--- config.mk ---
export PLATFORM = sky130hd
export DESIGN_NAME = mux4_scan_ctrl
export DESIGN_NICKNAME = d
export VERILOG_FILES = /design/src/rtl/mux4_scan_pkg.sv /design/src/rtl/mux4_dwell_timer.sv /design/src/rtl/mux4_scan_ctrl.sv
export SDC_FILE = /design/constraint.sdc
export NUM_CORES = 1
export LEC_CHECK = 0
export BUFFER_PORTS_ARGS = -buffer_cell sky130_fd_sc_hd__clkbuf_2
export CELL_PAD_IN_SITES_DETAIL_PLACEMENT = 0
export CELL_PAD_IN_SITES_GLOBAL_PLACEMENT = 2
export CORE_UTILIZATION = 37
export DETAILED_ROUTE_END_ITERATION = 16
export HOLD_SLACK_MARGIN = 0.15
export PLACE_DENSITY = 0.83
export SLEW_MARGIN = 10
export SYNTH_ARGS = -nofsm -noshare
export SYNTH_HDL_FRONTEND = slang
export SYNTH_SLANG_ARGS = --single-unit
--- constraint.sdc ---
create_clock -name clk -period 3.8 [get_ports clk]
set_clock_uncertainty 0.2 [all_clocks]
set_input_delay 0.38 -clock clk [delete_from_list [all_inputs] [get_ports clk]]
set_output_delay 0.38 -clock clk [all_outputs]
set_load 0.03 [all_outputs]
--- src/rtl/mux4_scan_pkg.sv ---
// Shared types and constants for the 4:1 mux scan controller.
// No logic; pure type/constant definitions.
// No flow control.
package mux4_scan_pkg;
    localparam int NUM_CH = 4;
    localparam int SEL_W  = 2;

    typedef enum logic [1:0] {
        IDLE,
        SCAN,
        HOLD
    } scan_state_t;
endpackage

--- src/rtl/mux4_dwell_timer.sv ---
// Dwell counter: counts 0..DWELL-1 while enabled, wraps to 0, flags the last cycle.
// Latency: done is combinational from the count register and en.
// No backpressure; clr has priority over en.
module mux4_dwell_timer #(
    parameter int DWELL = 4
) (
    input  logic clk,
    input  logic rst,
    input  logic clr,
    input  logic en,
    output logic done
);
    localparam int CNT_W = (DWELL > 1) ? $clog2(DWELL) : 1;
    localparam logic [CNT_W-1:0] LAST = CNT_W'(DWELL - 1);

    logic [CNT_W-1:0] cnt_q;
    logic [CNT_W-1:0] cnt_d;

    // Next count: clear, or advance and wrap at the end of the dwell window.
    always_comb begin
        cnt_d = cnt_q;
        if (clr) begin
            cnt_d = '0;
        end else if (en) begin
            cnt_d = (cnt_q == LAST) ? '0 : cnt_q + 1'b1;
        end
    end

    // Count register.
    always_ff @(posedge clk or posedge rst) begin
        if (rst) cnt_q <= '0;
        else     cnt_q <= cnt_d;
    end

    assign done = (cnt_q == LAST) && en;
endmodule

--- src/rtl/mux4_scan_ctrl.sv ---
// Walks the mux select over channels 0..3, samples y at the end of each dwell, emits a 4-bit frame.
// Latency: frame_valid rises 4*DWELL cycles after start is accepted; 4*DWELL+1 per frame when continuous.
// Backpressure: frame is held in HOLD (select parked on channel 3) until frame_ready.
module mux4_scan_ctrl
    import mux4_scan_pkg::*;
#(
    parameter int DWELL = 4
) (
    input  logic       clk,
    input  logic       rst,
    input  logic       start,
    input  logic       cont,
    input  logic       abort,
    output logic [1:0] s,
    input  logic       y,
    output logic [3:0] frame_data,
    output logic       frame_valid,
    input  logic       frame_ready,
    output logic       busy
);
    scan_state_t state_q, state_d;
    logic [SEL_W-1:0]  s_q, s_d;
    logic [NUM_CH-2:0] sample_q, sample_d;
    logic [NUM_CH-1:0] data_q, data_d;
    logic              valid_q, valid_d;

    logic tmr_clr, tmr_en, tmr_done;
    logic last_ch, handoff;

    mux4_dwell_timer #(.DWELL(DWELL)) u_timer (
        .clk  (clk),
        .rst  (rst),
        .clr  (tmr_clr),
        .en   (tmr_en),
        .done (tmr_done)
    );

    // State register.
    always_ff @(posedge clk or posedge rst) begin
        if (rst) state_q <= IDLE;
        else     state_q <= state_d;
    end

    // Next-state logic; abort overrides everything.
    always_comb begin
        state_d = state_q;
        if (abort) begin
            state_d = IDLE;
        end else begin
            case (state_q)
                IDLE:    if (start) state_d = SCAN;
                SCAN:    if (tmr_done && last_ch) state_d = HOLD;
                HOLD:    if (valid_q && frame_ready) state_d = cont ? SCAN : IDLE;
                default: state_d = IDLE;
            endcase
        end
    end

    // FSM outputs: timer control and the frame handoff strobe.
    always_comb begin
        tmr_en  = (state_q == SCAN) && !abort;
        tmr_clr = (state_q != SCAN) || abort;
        last_ch = (s_q == SEL_W'(NUM_CH - 1));
        handoff = (state_q == HOLD) && valid_q && frame_ready && !abort;
        busy    = (state_q != IDLE);
    end

    // Datapath next values: select, partial samples, frame and valid.
    always_comb begin
        s_d      = s_q;
        sample_d = sample_q;
        data_d   = data_q;
        valid_d  = valid_q;
        if (abort) begin
            // Partial samples are dropped; the last delivered frame stays visible.
            s_d      = '0;
            sample_d = '0;
            valid_d  = 1'b0;
        end else begin
            if (tmr_done) begin
                if (!last_ch) begin
                    for (int i = 0; i < NUM_CH - 1; i++) begin
                        if (s_q == SEL_W'(i)) sample_d[i] = y;
                    end
                    s_d = s_q + 1'b1;
                end else begin
                    // Channel 3 goes straight into the frame, no sample slot needed.
                    data_d  = {y, sample_q};
                    valid_d = 1'b1;
                end
            end
            if (handoff) begin
                valid_d = 1'b0;
                s_d     = '0;
            end
        end
    end

    // Datapath registers.
    always_ff @(posedge clk or posedge rst) begin
        if (rst) begin
            s_q      <= '0;
            sample_q <= '0;
            data_q   <= '0;
            valid_q  <= 1'b0;
        end else begin
            s_q      <= s_d;
            sample_q <= sample_d;
            data_q   <= data_d;
            valid_q  <= valid_d;
        end
    end

    assign s           = s_q;
    assign frame_data  = data_q;
    assign frame_valid = valid_q;
endmodule
==> impl_metrics.py <==
metrics = {
    "critical_path": {
        "required_ns": 3.76,
        "endpoint_kind": "flip-flop",
        "critPathLaunchType": "flip-flop",
        "crit_start": "state_q[1]$_DFFE_PP0P_",
        "r2r_start": "state_q[1]$_DFFE_PP0P_",
        "reg2reg_slack_ns": 1.89,
        "arrival_ns": 1.87,
        "r2r.worst_path.cells": 3,
        "endpoint": "frame_data[2]$_DFFE_PP0P_",
        "r2r_end": "frame_data[2]$_DFFE_PP0P_",
        "critPathMaxFanout": 9,
        "criticalPathCategory": "reg2reg",
    },
    "logic_synthesis": {
        "yosys_warnings": 0,
        "syn-cell-area_sq_um": 738.2,
        "syn_avg_cell_area_sq_um": 12.51,
        "synth.distinct_cells": 26,
        "synth_top_area_share_pct": 47.46,
        "yosysTopAreaCell": "dfrtp_1",
        "netlist_instances": 59,
        "synth_area_leaders": "dfrtp_1 (47%), ha_1 (8.5%), mux2_4 (8.1%)",
        "synth_nets": 71,
        "yosys_register_bits": 14,
        "yosysSeqAreaShare_pct": 47.46,
    },
    "sta": {
        "rsz0062_at_grt": "false",
        "worst_pin_slew_ns": 0.5309,
        "max_freq_mhz": 523.6,
        "finalCritPeriodShare_pct": 50.26,
        "timing.final.hold_violations": 0,
        "finalSetupViolCount": 0,
        "finalCriticalPeriod_ns": 1.910,
        "setup_tns_ns": 0,
        "timing.hold.ws_ns": 0.1896,
        "slew_headroom_pct": 64.57,
        "maxSlewViolCount": 0,
    },
    "cts": {
        "cts_resized": 0,
        "postCtsSetupRepairBufs": 0,
        "htree_levels": 1,
        "worstSkewPairLatency_ns": 0.27,
        "clkSinkCount": 14,
        "cts_buffers": 3,
        "cts_tree": "built",
        "cts-root-buf": "clkbuf_4",
        "cts.path.max_buffers": 2,
        "cts.reportedPaths.clkPinSlew_ns": 0.08,
        "hold_buffers": 1,
    },
    "grt": {
        "grt_pass1_wl_um": 1980,
        "grt_max_degree": 15,
        "grt_overflow": 0,
        "antenna_found_initial": 0,
        "grt_usage_pct": 12.97,
        "grt_pass1_vias": 460,
    },
    "flow_run": {
        "max-cap-violations": 0,
    },
    "drt": {
        "wl_per_cell_um": 11.37,
        "postRouteAntennaNets": 0,
        "drt-initial-drc-count": 4,
        "routed_wirelength_um": 1137,
        "drt-pass1-iter-count": 3,
        "drcViolationCount": 0,
        "num_vias": 477,
        "vias_per_cell": 4.770,
    },
    "power_and_ir_drop": {
        "pwr-share-clk_pct": 30.5,
        "cellPowerDensity_mw_per_mm2": 304.4,
        "cellLeakagePower_nw": 0.4613,
        "p_comb_share_pct": 10.1,
        "p_int_w": 0.0001992,
        "power_frac_seq_pct": 59.4,
        "p_sw_w": 0.00006058,
        "irDropWorstVdd_mv": 0.1409,
        "switching_share_pct": 23.32,
    },
    "place": {
        "place.port_buffers": 14,
        "dpl.hpwl_um": 864.4,
        "routabilityCongestion": 0.7210,
    },
    "cells_and_area": {
        "num-fill-cells": 179,
        "area_growth_pct": 15.59,
        "fin_nets": 89,
        "drive_above_1_share_pct": 38.67,
        "diodes": 0,
    },
    "worst_hold_path": {
        "hold_class": "in2reg",
    },
    "floorplanning": {
        "dieArea_sq_mm": 0.002178,
        "fp.dieW_um": 46.67,
        "core.rowCount": 15,
        "io_pins": 15,
        "die_h_um": 46.67,
        "start_util_pct": 40.97,
        "core_sq_mm": 0.001802,
    },
    "status": {
        "status": "complete, no violations",
    },
}
-- kinds of logic after synthesis --
logic type | share of synthesized area (%)
buffers and inverters | 5.085
muxes | 12.71
DFF | 47.46
and+or+nand+nor | 16.78
adders and majority gates | 8.475
AOI/OAI and AO/OA | 9.493
-- worst min-delay path by stage --
stage | start | to | slack [ns] | depth (start not counted)
2_1_floorplan | rst | frame_data[0]$_DFFE_PP0P_ | 0.07 | 1
3_3_place_gp | rst | frame_valid$_DFFE_PP0P_ | 0.22 | 2
3_5_place_dp | rst | frame_data[2]$_DFFE_PP0P_ | 0.23 | 2
4_1_cts | y | frame_data[3]$_DFFE_PP0P_ | 0.18 | 2
5_1_grt | y | frame_data[3]$_DFFE_PP0P_ | 0.18 | 2
6_report | y | frame_data[3]$_DFFE_PP0P_ | 0.19 | 2
-- state kept, by name, indices dropped and copies added (netlist names) --
signal         count
u_timer.cnt_q      2
sample_q           3
frame_valid        1
frame_data         4
state_q            2
s                  2
-- stage by stage --
stage | setup WS (ns) | std cells | power [W] | cell area (sq um) | utilization, %
floorplan | 2.051 | 59 | 0.0001756 | 738.2 | -
global placement | 1.850 | 96 | 0.0001830 | 820.8 | 45.56
detailed placement | 1.815 | 96 | 0.0001831 | 820.8 | 45.56
CTS | 1.887 | 100 | 0.0002646 | 853.3 | 47.36
global route | 1.808 | 100 | 0.0002750 | 853.3 | 47.36
finish | 1.890 | 100 | 0.0002598 | 853.3 | 47.36
-- power by group through the flow --
| stage | clock network, W | logic, W | registers [W] |
|---|---|---|---|
| 5_1_grt | 0.0000896 | 0.0000305 | 0.000155 |
| 3_3_place_gp | 0 | 0.0000256 | 0.000157 |
| 2_1_floorplan | 0 | 0.0000189 | 0.000157 |
| 6_report | 0.0000792 | 0.0000262 | 0.000154 |
| 4_1_cts | 0.0000835 | 0.0000268 | 0.000154 |
| 3_5_place_dp | 0 | 0.0000258 | 0.000157 |
-- cell usage after synthesis, drive strengths merged --
| master | number |
|---|---|
| a32o | 1 |
| mux2 | 7 |
| o21a | 1 |
| nor3b | 2 |
| buf | 2 |
| inv | 5 |
| a21o | 1 |
| nand2 | 1 |
| a22oi | 1 |
| nor2 | 2 |
| nand3 | 4 |
| and2 | 1 |
| a21bo | 1 |
| nor2b | 4 |
| o41ai | 1 |
| a211oi | 1 |
| ha | 5 |
| nand4b | 1 |
| and2b | 1 |
| o211a | 1 |
| and4b | 1 |
| and3 | 1 |
| dfrtp | 14 |
-- area by class of cell --
| type | instances | area, sq um | area share [%] |
|---|---|---|---|
| Sequential cell | 14 | 350.3 | 41.06 |
| Multi-Input combinational cell | 38 | 350.3 | 41.06 |
| Clock buffer | 3 | 22.52 | 2.639 |
| Tap cell | 25 | 31.28 | 3.666 |
| Timing Repair Buffer | 15 | 80.08 | 9.384 |
| Inverter | 5 | 18.77 | 2.199 |
-- routing by layer --
layer | vias to the layer above | part of all wire, % | GRT usage, %
met5 | - | 0 | 0
met3 | 0 | 3.3 | 5.882
met2 | 9 | 47 | 20.83
met4 | 0 | 0 | 0
li1 | 243 | - | -
met1 | 225 | 49 | 17.07
-- cells in the final DEF (no fill, tap or decap) --
cell,n
mux2_4,4
nor3b_1,1
o21a_1,1
inv_1,5
a211oi_1,1
nand2_1,1
mux2_2,3
nand3_1,4
and2b_1,1
and4b_2,1
and3_1,1
nand4b_1,1
o41ai_1,1
a21bo_2,1
o211a_1,1
nor2b_1,4
and2_2,1
dfrtp_1,14
clkbuf_4,3
nor2_1,2
a22oi_1,1
ha_1,5
dlygate4sd3_1,1
a32o_1,1
clkbuf_2,14
nor3b_4,1
a21o_2,1
-- critical path, cell delays in order (launching register included) --
cell and delay [ns]:
dfrtp_1 0.46, nor3b_4 0.38, and3_1 0.43, mux2_4 0.33
Note: power is estimated with default switching activity, not from simulation.
